<file path="src/rtl/vga_timing_gen_pkg.sv">
// Shared video-mode definitions for the VGA timing generator: mode tables,
// coordinate widths, sync polarities and the raster region decode helper.
package vga_timing_gen_pkg;

  // Coordinate port widths, sized for the largest supported mode (640x480).
  localparam int X_COORD_WIDTH = 10;
  localparam int Y_COORD_WIDTH = 9;

  localparam logic SYNC_POL_NEG = 1'b0;
  localparam logic SYNC_POL_POS = 1'b1;

  // One axis of a video mode, in clocks (horizontal) or lines (vertical).
  typedef struct packed {
    int active;
    int fp;
    int sync;
    int bp;
  } axis_timing_t;

  // Order of regions inside a line or a frame.
  typedef enum logic [1:0] {
    REGION_ACTIVE = 2'd0,
    REGION_FP     = 2'd1,
    REGION_SYNC   = 2'd2,
    REGION_BP     = 2'd3
  } region_e;

  // 640x480 @ 72 Hz, 31.5 MHz pixel clock (default mode).
  localparam axis_timing_t MODE_640X480_72_H = '{active: 640, fp: 24, sync: 40, bp: 128};
  localparam axis_timing_t MODE_640X480_72_V = '{active: 480, fp: 9,  sync: 3,  bp: 28};
  localparam logic         MODE_640X480_72_HPOL = SYNC_POL_NEG;
  localparam logic         MODE_640X480_72_VPOL = SYNC_POL_NEG;

  // 640x480 @ 60 Hz, 25.175 MHz pixel clock.
  localparam axis_timing_t MODE_640X480_60_H = '{active: 640, fp: 16, sync: 96, bp: 48};
  localparam axis_timing_t MODE_640X480_60_V = '{active: 480, fp: 10, sync: 2,  bp: 33};
  localparam logic         MODE_640X480_60_HPOL = SYNC_POL_NEG;
  localparam logic         MODE_640X480_60_VPOL = SYNC_POL_NEG;

  function automatic int axis_total(input axis_timing_t t);
    return t.active + t.fp + t.sync + t.bp;
  endfunction

  localparam int H_TOTAL = axis_total(MODE_640X480_72_H);
  localparam int V_TOTAL = axis_total(MODE_640X480_72_V);

  // Classify a counter value into its region of the line/frame.
  function automatic region_e region_of(input int cnt, input int active, input int fp,
                                        input int sync);
    if (cnt < active) begin
      return REGION_ACTIVE;
    end else if (cnt < active + fp) begin
      return REGION_FP;
    end else if (cnt < active + fp + sync) begin
      return REGION_SYNC;
    end
    return REGION_BP;
  endfunction

endpackage

</file>
<file path="src/rtl/vga_sync_delay.sv">
// Fixed-depth shift register that delays a sync signal; every stage resets
// asynchronously to the sync's inactive level.
module vga_sync_delay #(
  parameter int   DEPTH     = 2,
  parameter logic RST_LEVEL = 1'b1
) (
  input  logic px_clk,
  input  logic reset,
  input  logic sync_in,
  output logic sync_out
);

  generate
    if (DEPTH == 0) begin : g_bypass
      logic unused_clk_rst;
      assign unused_clk_rst = px_clk ^ reset;
      assign sync_out = sync_in;
    end else begin : g_pipe
      logic [DEPTH-1:0] stage_reg;

      always_ff @(posedge px_clk or negedge reset) begin
        if (!reset) begin
          stage_reg <= {DEPTH{RST_LEVEL}};
        end else begin
          stage_reg[0] <= sync_in;
          for (int i = 1; i < DEPTH; i++) begin
            stage_reg[i] <= stage_reg[i-1];
          end
        end
      end

      assign sync_out = stage_reg[DEPTH-1];
    end
  endgenerate

endmodule

</file>
<file path="src/rtl/vga_timing_gen.sv">
// VGA raster timing: counters, registered coordinate/sync decode and sync delay line.
// Optional 16-bit frame counter output when VGA_TIMING_FRAME_COUNT_EN is defined.
module vga_timing_gen
  import vga_timing_gen_pkg::*;
#(
  parameter int   H_ACTIVE   = MODE_640X480_72_H.active,
  parameter int   H_FP       = MODE_640X480_72_H.fp,
  parameter int   H_SYNC     = MODE_640X480_72_H.sync,
  parameter int   H_BP       = MODE_640X480_72_H.bp,
  parameter int   V_ACTIVE   = MODE_640X480_72_V.active,
  parameter int   V_FP       = MODE_640X480_72_V.fp,
  parameter int   V_SYNC     = MODE_640X480_72_V.sync,
  parameter int   V_BP       = MODE_640X480_72_V.bp,
  parameter logic H_POL      = MODE_640X480_72_HPOL,
  parameter logic V_POL      = MODE_640X480_72_VPOL,
  parameter int   SYNC_DELAY = 2
) (
  input  logic                     px_clk,
  input  logic                     reset,
`ifdef VGA_TIMING_FRAME_COUNT_EN
  output logic [15:0]              frame_count,
`endif
  output logic [X_COORD_WIDTH-1:0] x_px,
  output logic [Y_COORD_WIDTH-1:0] y_px,
  output logic                     activevideo,
  output logic                     hsync,
  output logic                     vsync,
  output logic                     frame_start
);

  localparam int H_TOT = H_ACTIVE + H_FP + H_SYNC + H_BP;
  localparam int V_TOT = V_ACTIVE + V_FP + V_SYNC + V_BP;
  localparam int HW    = $clog2(H_TOT);
  localparam int VW    = $clog2(V_TOT);

  localparam logic [HW-1:0] H_LAST = HW'(H_TOT - 1);
  localparam logic [VW-1:0] V_LAST = VW'(V_TOT - 1);

  generate
    if (H_FP <= 0 || H_SYNC <= 0 || H_BP <= 0 || V_FP <= 0 || V_SYNC <= 0 || V_BP <= 0)
    begin : g_err_porch
      $error("vga_timing_gen: porch and sync widths must be non-zero");
    end
    if (SYNC_DELAY < 0 || SYNC_DELAY > 7) begin : g_err_delay
      $error("vga_timing_gen: SYNC_DELAY must be in 0..7");
    end
    if (H_ACTIVE > (1 << X_COORD_WIDTH)) begin : g_err_xw
      $error("vga_timing_gen: H_ACTIVE exceeds X_COORD_WIDTH range");
    end
    if (V_ACTIVE > (1 << Y_COORD_WIDTH)) begin : g_err_yw
      $error("vga_timing_gen: V_ACTIVE exceeds Y_COORD_WIDTH range");
    end
  endgenerate

  logic [HW-1:0] h_cnt_reg;
  logic [VW-1:0] v_cnt_reg;
  logic          h_wrap;
  logic          v_wrap;

  assign h_wrap = (h_cnt_reg == H_LAST);
  assign v_wrap = (v_cnt_reg == V_LAST);

  // v_cnt advances only on the h_cnt wrap edge, so a combined line/frame wrap
  // returns both counters to 0 on a single edge.
  always_ff @(posedge px_clk or negedge reset) begin
    if (!reset) begin
      h_cnt_reg <= '0;
      v_cnt_reg <= '0;
    end else if (h_wrap) begin
      h_cnt_reg <= '0;
      v_cnt_reg <= v_wrap ? '0 : v_cnt_reg + VW'(1);
    end else begin
      h_cnt_reg <= h_cnt_reg + HW'(1);
    end
  end

  region_e h_region;
  region_e v_region;
  logic    pix_active;
  logic    raster_origin;

  always_comb begin
    h_region      = region_of(int'(h_cnt_reg), H_ACTIVE, H_FP, H_SYNC);
    v_region      = region_of(int'(v_cnt_reg), V_ACTIVE, V_FP, V_SYNC);
    pix_active    = (h_region == REGION_ACTIVE) && (v_region == REGION_ACTIVE);
    raster_origin = (h_cnt_reg == '0) && (v_cnt_reg == '0);
  end

  logic hsync_raw_reg;
  logic vsync_raw_reg;

  // Decode stage: everything here is one clock behind the counters.
  always_ff @(posedge px_clk or negedge reset) begin
    if (!reset) begin
      x_px          <= '0;
      y_px          <= '0;
      activevideo   <= 1'b0;
      frame_start   <= 1'b0;
      hsync_raw_reg <= ~H_POL;
      vsync_raw_reg <= ~V_POL;
    end else begin
      activevideo   <= pix_active;
      x_px          <= pix_active ? X_COORD_WIDTH'(h_cnt_reg) : '0;
      y_px          <= pix_active ? Y_COORD_WIDTH'(v_cnt_reg) : '0;
      frame_start   <= raster_origin;
      hsync_raw_reg <= (h_region == REGION_SYNC) ? H_POL : ~H_POL;
      vsync_raw_reg <= (v_region == REGION_SYNC) ? V_POL : ~V_POL;
    end
  end

`ifdef VGA_TIMING_FRAME_COUNT_EN
  always_ff @(posedge px_clk or negedge reset) begin
    if (!reset) begin
      frame_count <= '0;
    end else if (raster_origin) begin
      frame_count <= frame_count + 16'd1;
    end
  end
`endif

  // Syncs trail the decode by SYNC_DELAY stages to line up with the renderer's pixels.
  vga_sync_delay #(
    .DEPTH     (SYNC_DELAY),
    .RST_LEVEL (~H_POL)
  ) u_hsync_delay (
    .px_clk   (px_clk),
    .reset    (reset),
    .sync_in  (hsync_raw_reg),
    .sync_out (hsync)
  );

  vga_sync_delay #(
    .DEPTH     (SYNC_DELAY),
    .RST_LEVEL (~V_POL)
  ) u_vsync_delay (
    .px_clk   (px_clk),
    .reset    (reset),
    .sync_in  (vsync_raw_reg),
    .sync_out (vsync)
  );

endmodule

</file>
<file path="config.mk">
export PLATFORM = sky130hd
export DESIGN_NAME = vga_timing_gen
export DESIGN_NICKNAME = d
export VERILOG_FILES = /design/src/rtl/vga_timing_gen_pkg.sv /design/src/rtl/vga_sync_delay.sv /design/src/rtl/vga_timing_gen.sv
export SDC_FILE = /design/constraint.sdc
export NUM_CORES = 1
export LEC_CHECK = 0
export ABC_AREA = 1
export CORE_UTILIZATION = 25
export DETAILED_ROUTE_END_ITERATION = 8
export GPL_TIMING_DRIVEN = 0
export MAX_ROUTING_LAYER = met4
export PLACE_DENSITY = 0.53
export RECOVER_POWER = 100
export SYNTH_ARGS = -nofsm -noshare
export SYNTH_HDL_FRONTEND = slang
export SYNTH_SLANG_ARGS = --single-unit
</file>
<file path="constraint.sdc">
create_clock -name px_clk -period 1.56 [get_ports px_clk]
set_input_delay 0.312 -clock px_clk [delete_from_list [all_inputs] [get_ports px_clk]]
set_output_delay 0.312 -clock px_clk [all_outputs]
set_load 0.005 [all_outputs]
</file>
Yosys cells after proc, flatten, opt, wreduce, memory -nomap -nowiden
Index checks and enable logic that the tools add are counted.

storage, ports and cells
  logic and storage cells = 48
  output and inout port bits = 23
  bits of input ports = 2
  bits in registers = 47

cells by class
  add/sub/neg operators = 2
  magnitude comparators = 6
  eq/ne operators = 4
  reduce and logical (&&, ||, !) cells = 6
  multiplexer cells = 20

operators by type and width
  operator               count
  $lt 10x10->1 const B   3
  $lt 10x9->1 const B    3
  $mux 10                3
  $add 10x1->10 const B  2
  $eq 10x10->1 const B   2
  $logic_not 10->1       2
  $mux 2                 8
  $mux 9                 1
  $mux 1                 8
  $eq 2x2->1 const B     2
  $logic_not 2->1        2
  $logic_and 1x1->1      2

Logic depth before layout (Yosys ltp)
Gate-level depths: netlist (run 1).

  word-level depth = 8
  depth in mapped cells = 8
  mapped depth without buffers = 8

Hierarchy
Synthesis (run 1) repeated with hierarchy kept, for this count alone.

unflattened totals
  cells, all modules = 222
  area, all modules = 2037.0 um^2

by module, submodules not included
  module          instances  area each (um^2)  sequential area each (um^2)  cells each
  vga_timing_gen  1          1931.9            1078.5                       218
  vga_sync_delay  2          52.6              52.6                         2

Worst setup path before layout (run 1)
No wires, ideal clock.

  path type = reg2reg
  start = reg h_cnt_reg[0]
  end = reg v_cnt_reg[4]
  data arrival time = 1189 ps
  buffers on the path = 1
  cell stages (with the launch flop) = 8
  library setup time = 125 ps
  path slack = 246 ps
  data required time = 1435 ps
  period minus slack after synthesis = 1314 ps
  cell sequence = dfrtp_1 ha_1 nand2_1 nor2_4 nand4_4 buf_6 nand2_2 o21ai_1

between the ends
  longest elaborated chain between the ends = 1

RTL lines
  element                 RTL line              source
  start, declared         vga_timing_gen.sv:55  logic [HW-1:0] h_cnt_reg;
  start signal, assigned  vga_timing_gen.sv:73  h_cnt_reg <= h_cnt_reg + HW'(1);
  $eq 10x10->1            vga_timing_gen.sv:60  assign h_wrap = (h_cnt_reg == H_LAST);
  end signal, assigned    vga_timing_gen.sv:71  v_cnt_reg <= v_wrap ? '0 : v_cnt_reg + VW'(1);
  end, declared           vga_timing_gen.sv:56  logic [VW-1:0] v_cnt_reg;

Every way passes these cells.
A chain may end at the register's enable or synchronous reset.

Worst setup path in the final report (run 1)
  start = reg y_px[8]
  end = out y_px[8]

RTL lines
  element                 RTL line               source
  start, declared         vga_timing_gen.sv:24   output logic [Y_COORD_WIDTH-1:0] y_px,
  start signal, assigned  vga_timing_gen.sv:104  y_px <= pix_active ? Y_COORD_WIDTH'(v_cnt_reg) : '0;

No word-level cell between the ends.

==> results of run 1 <==
metrics by stage:
stage / TNS, ns / total power, mW / cells / hold WS, ns / setup slack, ns
final: 0 / 2.06 / 360 / 0.358 / 0.0827
after global placement: -51.37 / 1.27 / 348 / 0.346 / -1.16
after CTS: 0 / 2.10 / 358 / 0.360 / 0.0572
after floorplan: 0 / 1.24 / 222 / 0.0164 / 0.246
after detailed placement: 0 / 1.27 / 349 / 0.288 / 0.0744
after global routing: 0 / 2.14 / 360 / 0.368 / 0.00963
routing by layer:
layer,track usage,share of wire
met1,0.136,0.51
met2,0.159,0.44
met3,0.0246,0.030
met4,0.0508,0.023
met5,-,0
area by class of cell:
cell class	count	area [sq um]	area share
sequential	47	1180	0.464
multi-input combinational	137	694	0.272
timing repair buffer	28	265	0.104
inverter	34	133	0.0520
tap	102	128	0.0501
clock buffer	7	96.3	0.0378
buffer	4	41.3	0.0162
clock inverter	1	7.51	0.00295
layout by cell type (no fill, tap or decap), types with 5 or more instances in the layout:
cell,n
nand2_1,54
dfrtp_1,41
inv_1,32
nor2_1,32
clkdlybuf4s50_1,21
nand3_1,12
nor3_1,7
clkbuf_8,7
xor2_1,6
dfstp_2,6
nand4_1,5
ha_1,5
power by group through the flow:
stage	Clock, mW	Combinational [mW]	Sequential [mW]
2_1_floorplan	0	0.000000473	1.24
3_3_place_gp	0	0.0270	1.24
3_5_place_dp	0	0.0321	1.24
4_1_cts	0.844	0.0339	1.22
5_1_grt	0.893	0.0323	1.22
6_report	0.811	0.0267	1.22
what timing repair did:
item                       CTS  global route
gates resized for setup      2             3
buffers inserted             0             2
hold endpoints to repair    17             0
hold buffers                 1             0
setup endpoints to repair    2            11
kinds of logic (layout without fill, tap and decap cells):
| family | Yosys count | after routing | synth area share |
|---|---|---|---|
| flip-flops | 47 | 47 | 0.578 |
| AO/OA/AOI/OAI | 6 | 6 | 0.0147 |
| adder cells (fa/ha/maj) | 5 | 5 | 0.0306 |
| buffers and inverters | 38 | 74 | 0.0850 |
| AND/OR/NAND/NOR | 120 | 120 | 0.266 |
| XOR/XNOR | 6 | 6 | 0.0257 |
worst paths after layout:
kind                                                     end  depth (start not counted)
max reg2reg                                     v_cnt_reg[4]                          7
min reg2reg                u_hsync_delay.g_pipe.stage_reg[1]                          0
min                        u_hsync_delay.g_pipe.stage_reg[1]                          0
max in group asynchronous  u_vsync_delay.g_pipe.stage_reg[0]                          3
max                                                  y_px[8]                          1
min in group asynchronous                            x_px[3]                          2
==> reports/metrics.csv, run 1 <==
stage;metric;value;unit
floorplan;core-area;7810;sq um
clock_network;clkTransAtPathRegs;0.09;ns
synth;synth_nets;229;
timing;fin_crit;1.48;ns
critical_path;crit_buf_inv;1;
power_and_ir_drop;internal-power;1.63;mW
critical_path;worstSetupPathType;flip-flop to primary output;
timing;final_hold_viol_count;0;
placed_design;gp_congestion;0.775;
drt;routed_wl;3820;um
drt;dr.pass1.iters;4;
critical_path;required;1.25;ns
timing;report.final.slew_viol_count;0;
floorplan;die_h;92.5;um
clock_network;clkSinkCount;47;
synth;yosys-top-cells-area;dfrtp_1 50%, nand2_1 9.9%, dfstp_2 7.7%, inv_1 5.9%, nor2_1 5.9%;
placed_design;io_buffers;24;
power_and_ir_drop;leakagePower;1.23;nW
outcome;status;complete, no violations;
grt;antenna_found_initial;0;
finish;fin_area;2550;sq um
finish;fin_util;0.326;
job;max_cap_violations;0;
finish;drive_above_1_share;0.132;
synth;ys_seq_area_frac;0.578;
drt;route.detailed.drc;0;
drt;vias;1464;
grt;grt_use_total;0.106;
timing;finClkSkew;0.00969;ns
grt;grt_pass1_vias;1484;
finish;area_delta_synth_final;24.5;%
finish;fin_nets;264;
critical_path;crit_family;buffers and inverters;
synth;synth_commonest_cells;54 x nand2_1, 41 x dfrtp_1, 32 x inv_1, 32 x nor2_1, 12 x nand3_1;
synth;synth.most_common_cell;nand2_1;
timing;worst_pin_slew;0.463;ns
synth;async_flop_share;1.00;
power_and_ir_drop;p_sw;0.431;mW
drt;avgViaCountPerCell;4.07;
drt;detail-route-antenna-nets;0;
critical_path;critical-path-slowest-cell;clkdlybuf4s50_1;
synth;synth_area;2050;sq um
drt;drtIter0Drc;37;
critical_path;cp_max_fo;1;
timing;rsz0062_at_grt;no;
min_path;worst_hold_startpoint;u_hsync_delay.g_pipe.stage_reg[0];
synth;syn_inst;222;
timing;period_share;0.947;
synth;yosys.area.top_type;dfrtp_1;
synth;avgSynthCellArea;9.22;sq um
placed_design;place_hpwl;2700;um
floorplan;rows;32;
grt;grt_max_degree;31;
clock_network;insertion_delay;0.30;ns
critical_path;critPathLaunch;y_px[8];
finish;diodes;0;
floorplan;die_w;92.5;um
power_and_ir_drop;p_sw_frac;0.210;
floorplan;io_pins;25;
clock_network;cts_tree;done;
synth;synth_warnings;0;
power_and_ir_drop;clkPwrFrac;0.395;
power_and_ir_drop;vdd_drop_max;0.276;mV
clock_network;cts-htree-levels;2;
placed_design;place_area;2430;sq um
timing;setup-violations-final;0;
critical_path;r2r_start;h_cnt_reg[0];
timing;slew_headroom;0.692;
synth;synth_cell_type_count;22;
power_and_ir_drop;seqPwrFrac;0.592;
finish;fillerInstances;825;
critical_path;critPathCaptureType;primary output;
power_and_ir_drop;power_density;807;nW/um^2
synth;synth_top_area_share;0.501;
synth;ys_ff_latch;47;
grt;grt_pass1_wl;6830;um
critical_path;slowest_delay;0.50;ns
critical_path;path_cells;clkdlybuf4s50_1;
drt;wl_per_cell;10.6;um
floorplan;dieArea;8550;sq um
min_path;min_path_type;flip-flop to flip-flop;
clock_network;cts_root_buffer;clkbuf_8;
floorplan;start_util;0.262;
clock_network;cts_max_path_buffers;2;
critical_path;critPathLaunchType;flip-flop;
clock_network;cts_buffers;5;
critical_path;rrSetupSlack;0.13;ns
synth;yosys_most_used_dff;dfrtp_1;
critical_path;cp.arrival;1.17;ns
power_and_ir_drop;comb_power_share;0.013;
timing;fmax;0.677;GHz
synth;synth_edf_count;0;
grt;grt_overflow;0;
(Power assumes the default switching activity.)
==> inputs of run 2 (changes only) <==
--- a/config.mk
+++ b/config.mk
@@ -10,8 +10,9 @@
 export DETAILED_ROUTE_END_ITERATION = 8
 export GPL_TIMING_DRIVEN = 0
 export MAX_ROUTING_LAYER = met4
-export PLACE_DENSITY = 0.53
+export PLACE_DENSITY = 0.55
 export RECOVER_POWER = 100
 export SYNTH_ARGS = -nofsm -noshare
 export SYNTH_HDL_FRONTEND = slang
+export SYNTH_HIERARCHICAL = 1
 export SYNTH_SLANG_ARGS = --single-unit
==> constraint.sdc (replaced) <==
create_clock -name px_clk -period 1.3 [get_ports px_clk]
set_input_delay 0.26 -clock px_clk [delete_from_list [all_inputs] [get_ports px_clk]]
set_output_delay 0.26 -clock px_clk [all_outputs]
set_load 0.005 [all_outputs]
==> run 2 against run 1 <==
Net effect: the flow now finishes with violations (setup timing); sequential cell count unchanged; die area down 0.48%; total power up 20%; design area up 6.2%; worst hold slack about the same; largest cell class unchanged; via count up 6.3%; register-to-register slack worse by 0.21 ns; final cell count up 3.1%.
==> reports/metrics.csv, run 2 <==
stage;metric;value;unit
power_and_ir_drop;finalPower;2.46;mW
finish;area_delta_synth_final;32.9;%
clock_network;cts-htree-levels;2;
placed_design;gp_congestion;0.799;
clock_network;cts_root_buffer;clkbuf_8;
critical_path;worstSetupPathType;flip-flop to flip-flop;
power_and_ir_drop;vdd_drop_max;0.387;mV
finish;multi_input_area;769;sq um
grt;grt_pass1_wl;7160;um
outcome;status;complete, but fails checks;
synth;synth_cell_type_count;20;
critical_path;cp_max_fo;8;
finish;regArea;1190;sq um
critical_path;critPathCaptureType;flip-flop;
finish;diodes;0;
synth;synth_edf_count;0;
power_and_ir_drop;power_density;908;nW/um^2
critical_path;required;1.48;ns
finish;most-common-layout-cells;41 x nand2_1, 39 x dfrtp_1, 31 x inv_1, 25 x nor2_1, 21 x dlygate4sd2_1;
drt;detail-route-antenna-nets;0;
synth;ys_ff_latch;47;
timing;fmax;0.726;GHz
drt;avgViaCountPerCell;4.19;
floorplan;die_h;92.3;um
synth;async_flop_share;1.00;
floorplan;core-area;7810;sq um
synth;syn_inst;222;
drt;drtIter0Drc;90;
timing;whs;0.358;ns
clock_network;cts_max_path_buffers;2;
outcome;violations;setup timing;
grt;grt_overflow;0;
placed_design;place_hpwl;2720;um
placed_design;io_buffers;24;
job;max_cap_violations;0;
timing;finClkSkew;0.00985;ns
timing;final_hold_viol_count;0;
synth;yosys-top-cells-area;dfrtp_1 50%, nand2_1 10%, dfstp_2 7.7%, inv_1 5.9%, nor2_1 5.7%;
timing;worst_pin_slew;0.570;ns
grt;antenna_found_initial;0;
timing;rsz0062_at_grt;yes;
timing;setup_ws;-0.0775;ns
timing;setup-violations-final;16;
grt;grt_use_total;0.113;
timing;report.final.slew_viol_count;0;
min_path;min_path_type;flip-flop to flip-flop;
finish;final_common_cell;nand2_1;
finish;fillerInstances;834;
finish;fin_nets;275;
synth;ys_seq_area_frac;0.581;
clock_network;clkTransAtPathRegs;0.09;ns
clock_network;clkSinkCount;47;
critical_path;cp.arrival;1.56;ns
clock_network;cts_tree;done;
floorplan;rows;32;
power_and_ir_drop;leakagePower;1.39;nW
floorplan;start_util;0.261;
timing;fin_crit;1.38;ns
floorplan;die_w;92.3;um
synth;avgSynthCellArea;9.18;sq um
synth;synth.most_common_cell;nand2_1;
drt;dr.pass1.iters;4;
synth;synth_nets;229;
synth;synth_area;2040;sq um
finish;drive_above_1_share;0.271;
synth;synth_commonest_cells;55 x nand2_1, 41 x dfrtp_1, 32 x inv_1, 31 x nor2_1, 13 x nand3_1;
synth;synth_warnings;6;
synth;yosys.area.top_type;dfrtp_1;
floorplan;dieArea;8510;sq um
timing;period_share;1.06;
timing;finalSetupTns;-0.796;ns
timing;slew_headroom;0.620;
drt;route.detailed.drc;0;
drt;wl_per_cell;10.8;um
synth;yosys_most_used_dff;dfrtp_1;
grt;grt_pass1_vias;1513;
grt;grt_max_degree;25;
critical_path;critPathLaunchType;flip-flop;
clock_network;cts_buffers;5;
synth;synth_top_area_share;0.504;
drt;routed_wl;4020;um
floorplan;io_pins;25;
drt;vias;1556;
clock_network;insertion_delay;0.30;ns
==> run 2: per-layer routing <==
layer	share of wire	GRT usage	up-vias
li1	-	-	766
met1	0.48	0.145	742
met2	0.45	0.170	36
met3	0.045	0.0249	12
met4	0.023	0.0482	0
met5	0	-	-
==> run 2: repair_timing <==
action / 4_1_cts / 5_1_grt
endpoints found under the setup margin: 49 / 30
hold endpoints to repair: 20 / 0
pin swaps: 8 / 5
buffers inserted: 9 / 2
cloned: 2 / 0
hold buffers: 1 / 0
resized for setup: 42 / 24
==> run 2: area by class of cell <==
type	instances	area share
clock inverters	1	0.00277
inverters	34	0.0499
well taps	102	0.0472
multi-input cells	137	0.284
repair inverters	1	0.00324
repair buffers	38	0.122
clock buffers	7	0.0356
flip-flops and latches	47	0.438
plain buffers	4	0.0166
==> run 2: cells by family (layout without fill, tap and decap cells) <==
family / count (synthesis) / in the layout / share of synthesized area
adders and majority gates: 5 / 5 / 0.0307
AOI/OAI and AO/OA: 6 / 6 / 0.0147
DFF: 47 / 47 / 0.581
buffers and inverters: 38 / 85 / 0.0854
xor gates and xnor gates: 6 / 6 / 0.0258
and+or+nand+nor: 120 / 120 / 0.262
==> run 2: worst paths after layout <==
check	startpoint	endpoint	slack, ns	cells after the start
setup reg to reg	h_cnt_reg[0]	v_cnt_reg[4]	-0.08	7
hold reg to reg	u_vsync_delay/g_pipe.stage_reg[0]	u_vsync_delay/g_pipe.stage_reg[1]	0.36	0
max in group asynchronous	reset	u_vsync_delay/g_pipe.stage_reg[0]	0.13	3
hold / removal	u_vsync_delay/g_pipe.stage_reg[0]	u_vsync_delay/g_pipe.stage_reg[1]	0.36	0
setup / recovery	h_cnt_reg[0]	v_cnt_reg[4]	-0.08	7
min in group asynchronous	reset	x_px[3]	0.48	2
==> run 2: metrics by stage <==
step	area (sq um)	setup slack, ns	std cells	utilization
finish	2710	-0.0775	371	0.347
global route	2710	-0.148	371	0.347
CTS	2630	-0.103	369	0.337
detailed placement	2420	-0.164	349	0.310
global placement	2400	-1.36	348	0.308
floorplan	2040	0.0241	222	-
==> run 2: report_power, final <==
part	leakage, nW	internal (mW)	total, mW	switching [mW]
Sequential	0.603	1.46	1.46	0
Combinational	0.739	0.00595	0.0337	0.0278
Clock	0.0505	0.484	0.963	0.479
==> run 2: critical path: stages, from the launching register on <==
cell and delay (ns):
dfrtp_1 0.40, ha_4 0.17, nand2_4 0.07, nor2_4 0.12
nand4_4 0.19, buf_6 0.21, nand2_2 0.05, o21ai_1 0.06
==> inputs of run 3 (changes only) <==
==> constraint.sdc (replaced) <==
create_clock -name px_clk -period 1.3 [get_ports px_clk]
set_input_delay 0.13 -clock px_clk [delete_from_list [all_inputs] [get_ports px_clk]]
set_output_delay 0.13 -clock px_clk [all_outputs]
set_load 0.005 [all_outputs]
==> run 3 against run 2 <==
Net effect: the run still ends with setup timing left; first-iteration DRC count is 10% higher; fmax increased by 2.3%; die area is the same; combinational power fell by 5%; highest routed layer unchanged.
==> reports/metrics.csv, run 3 (synthesis results as in run 2) <==
stage;metric;value;unit
clock_network;cts-htree-levels;2;
timing;final_hold_viol_count;0;
grt;grt_overflow;0;
floorplan;rows;32;
finish;fin_nets;273;
timing;worst_pin_slew;0.550;ns
power_and_ir_drop;leakagePower;1.31;nW
critical_path;worstSetupPathType;flip-flop to flip-flop;
critical_path;slowest_delay;0.40;ns
critical_path;cp_max_fo;7;
critical_path;path_cells;ha_4 -> nand2_4 -> nor2_4 -> nand4_4 -> buf_6 -> nand2_2 -> o21ai_1;
placed_design;gp_congestion;0.799;
critical_path;cp.arrival;1.53;ns
power_and_ir_drop;power_density;892;nW/um^2
job;max_cap_violations;0;
finish;drive_above_1_share;0.292;
floorplan;start_util;0.261;
drt;routed.top_layer;met4;
clock_network;cts_tree;done;
critical_path;rrSetupSlack;-0.05;ns
power_and_ir_drop;vdd_drop_max;0.388;mV
floorplan;core-area;7810;sq um
timing;fmax;0.743;GHz
timing;setup_ws;-0.0465;ns
drt;met3WireLength;122;um
grt;grt_pass1_wl;7180;um
min_path;min_path_type;input port to asynchronous set/reset pin;
clock_network;cts_buffers;5;
finish;fin_cells;369;
critical_path;required;1.48;ns
timing;report.final.slew_viol_count;0;
timing;period_share;1.04;
drt;routed_wl;4000;um
drt;wl_met2;1860;um
grt;antenna_found_initial;0;
clock_network;clkTransAtPathRegs;0.09;ns
critical_path;critPathCaptureType;flip-flop;
critical_path;worstReg2RegEnd;v_cnt_reg[4];
placed_design;io_buffers;24;
timing;slew_headroom;0.633;
timing;fin_crit;1.35;ns
timing;finClkSkew;0.0110;ns
clock_network;clkSinkCount;47;
critical_path;rr_worst_depth;7;
placed_design;dp.cells;349;
drt;wl_per_cell;10.8;um
drt;avgViaCountPerCell;4.22;
outcome;status;complete, but fails checks;
critical_path;critPathLaunchType;flip-flop;
power_and_ir_drop;finalPower;2.46;mW
finish;diodes;0;
grt;grt_max_degree;25;
drt;met1Wirelength;1950;um
finish;most-common-layout-cells;42 x nand2_1, 37 x dfrtp_1, 29 x inv_1, 21 x nor2_1, 16 x clkdlybuf4s50_1;
floorplan;die_w;92.3;um
clock_network;cts_root_buffer;clkbuf_8;
drt;detail-route-antenna-nets;0;
grt;grt_pass1_vias;1510;
critical_path;crit_path_end;v_cnt_reg[4];
clock_network;cts_max_path_buffers;2;
timing;rsz0062_at_grt;yes;
drt;drtIter0Drc;99;
floorplan;die_h;92.3;um
outcome;violations;setup timing;
grt;grt_use_total;0.113;
clock_network;insertion_delay;0.30;ns
timing;setup-violations-final;11;
finish;final_common_cell;nand2_1;
critical_path;critPathLaunch;h_cnt_reg[0];
drt;route.detailed.drc;0;
drt;dr.pass1.iters;4;
finish;fin_util;0.352;
finish;area_delta_synth_final;35.1;%
drt;vias;1557;
placed_design;place_hpwl;2720;um
floorplan;io_pins;25;
critical_path;critical-path-slowest-cell;dfrtp_1;
floorplan;dieArea;8510;sq um
timing;finalSetupTns;-0.227;ns
critical_path;r2r_start;h_cnt_reg[0];
-- run 3: cell types whose count changed in the layout (fill, tap and decap cells not counted), moves of 3 or more --
cell / before / now
nor2_1: 25 / 21
nor2_2: 9 / 13
clkdlybuf4s25_1: 0 / 3
dlygate4sd2_1: 21 / 3
clkdlybuf4s50_1: 0 / 16
-- run 3: area by class of cell --
| class | count | area (sq um) |
|---|---|---|
| plain buffers | 4 | 45.0 |
| well taps | 102 | 128 |
| repair buffers | 37 | 354 |
| inverters | 34 | 135 |
| clock inverters | 1 | 7.51 |
| multi-input cells | 137 | 797 |
| flip-flops and latches | 47 | 1190 |
| fillers | 827 | 5060 |
| clock buffers | 7 | 96.3 |
-- run 3: what timing repair did --
| action | in CTS | in global routing |
|---|---|---|
| hold buffers | 1 | 0 |
| hold endpoints to repair | 20 | 0 |
| setup buffers | 7 | 3 |
| pin swaps | 11 | 4 |
| setup endpoints to repair | 29 | 33 |
| resized for setup | 23 | 31 |
| cloned | 1 | 0 |
-- run 3: worst min path at each step --
| stage | start | endpoint | slack (ns) | cells past startpoint |
|---|---|---|---|---|
| floorplan | reset | activevideo | -0.17 | 0 |
| global placement | u_hsync_delay/g_pipe.stage_reg[0] | u_hsync_delay/g_pipe.stage_reg[1] | 0.35 | 0 |
| detailed placement | reset | x_px[3] | 0.15 | 1 |
| CTS | reset | x_px[3] | 0.36 | 2 |
| global route | vsync_raw_reg | u_vsync_delay/g_pipe.stage_reg[0] | 0.37 | 0 |
| finish | reset | x_px[3] | 0.34 | 2 |
-- run 3: critical path, delay by kind of cell, from the launching register on --
family	cells	cell delay (ns)
buffers and inverters	1	0.21
flip-flops	1	0.40
adder cells (fa/ha/maj)	1	0.16
AND/OR/NAND/NOR	4	0.40
AO/OA/AOI/OAI	1	0.06
-- run 3: power breakdown --
part / switching (mW) / internal [mW]
combinational: 0.0274 / 0.00471
clock: 0.478 / 0.484
sequential: 0 / 1.46
-- run 3: layer usage --
layer	track usage	vias up
li1	-	766
met1	0.146	757
met2	0.170	25
met3	0.0265	9
met4	0.0456	0
met5	-	-
-- run 3: stage by stage --
stage          instance area, sq um  hold WS (ns)  setup slack, ns
4_1_cts                        2650         0.357           -0.102
3_5_place_dp                   2420         0.151           -0.164
6_report                       2750         0.344          -0.0465
5_1_grt                        2750         0.367           -0.128
3_3_place_gp                   2400         0.346            -1.23
2_1_floorplan                  2040        -0.166           0.0241
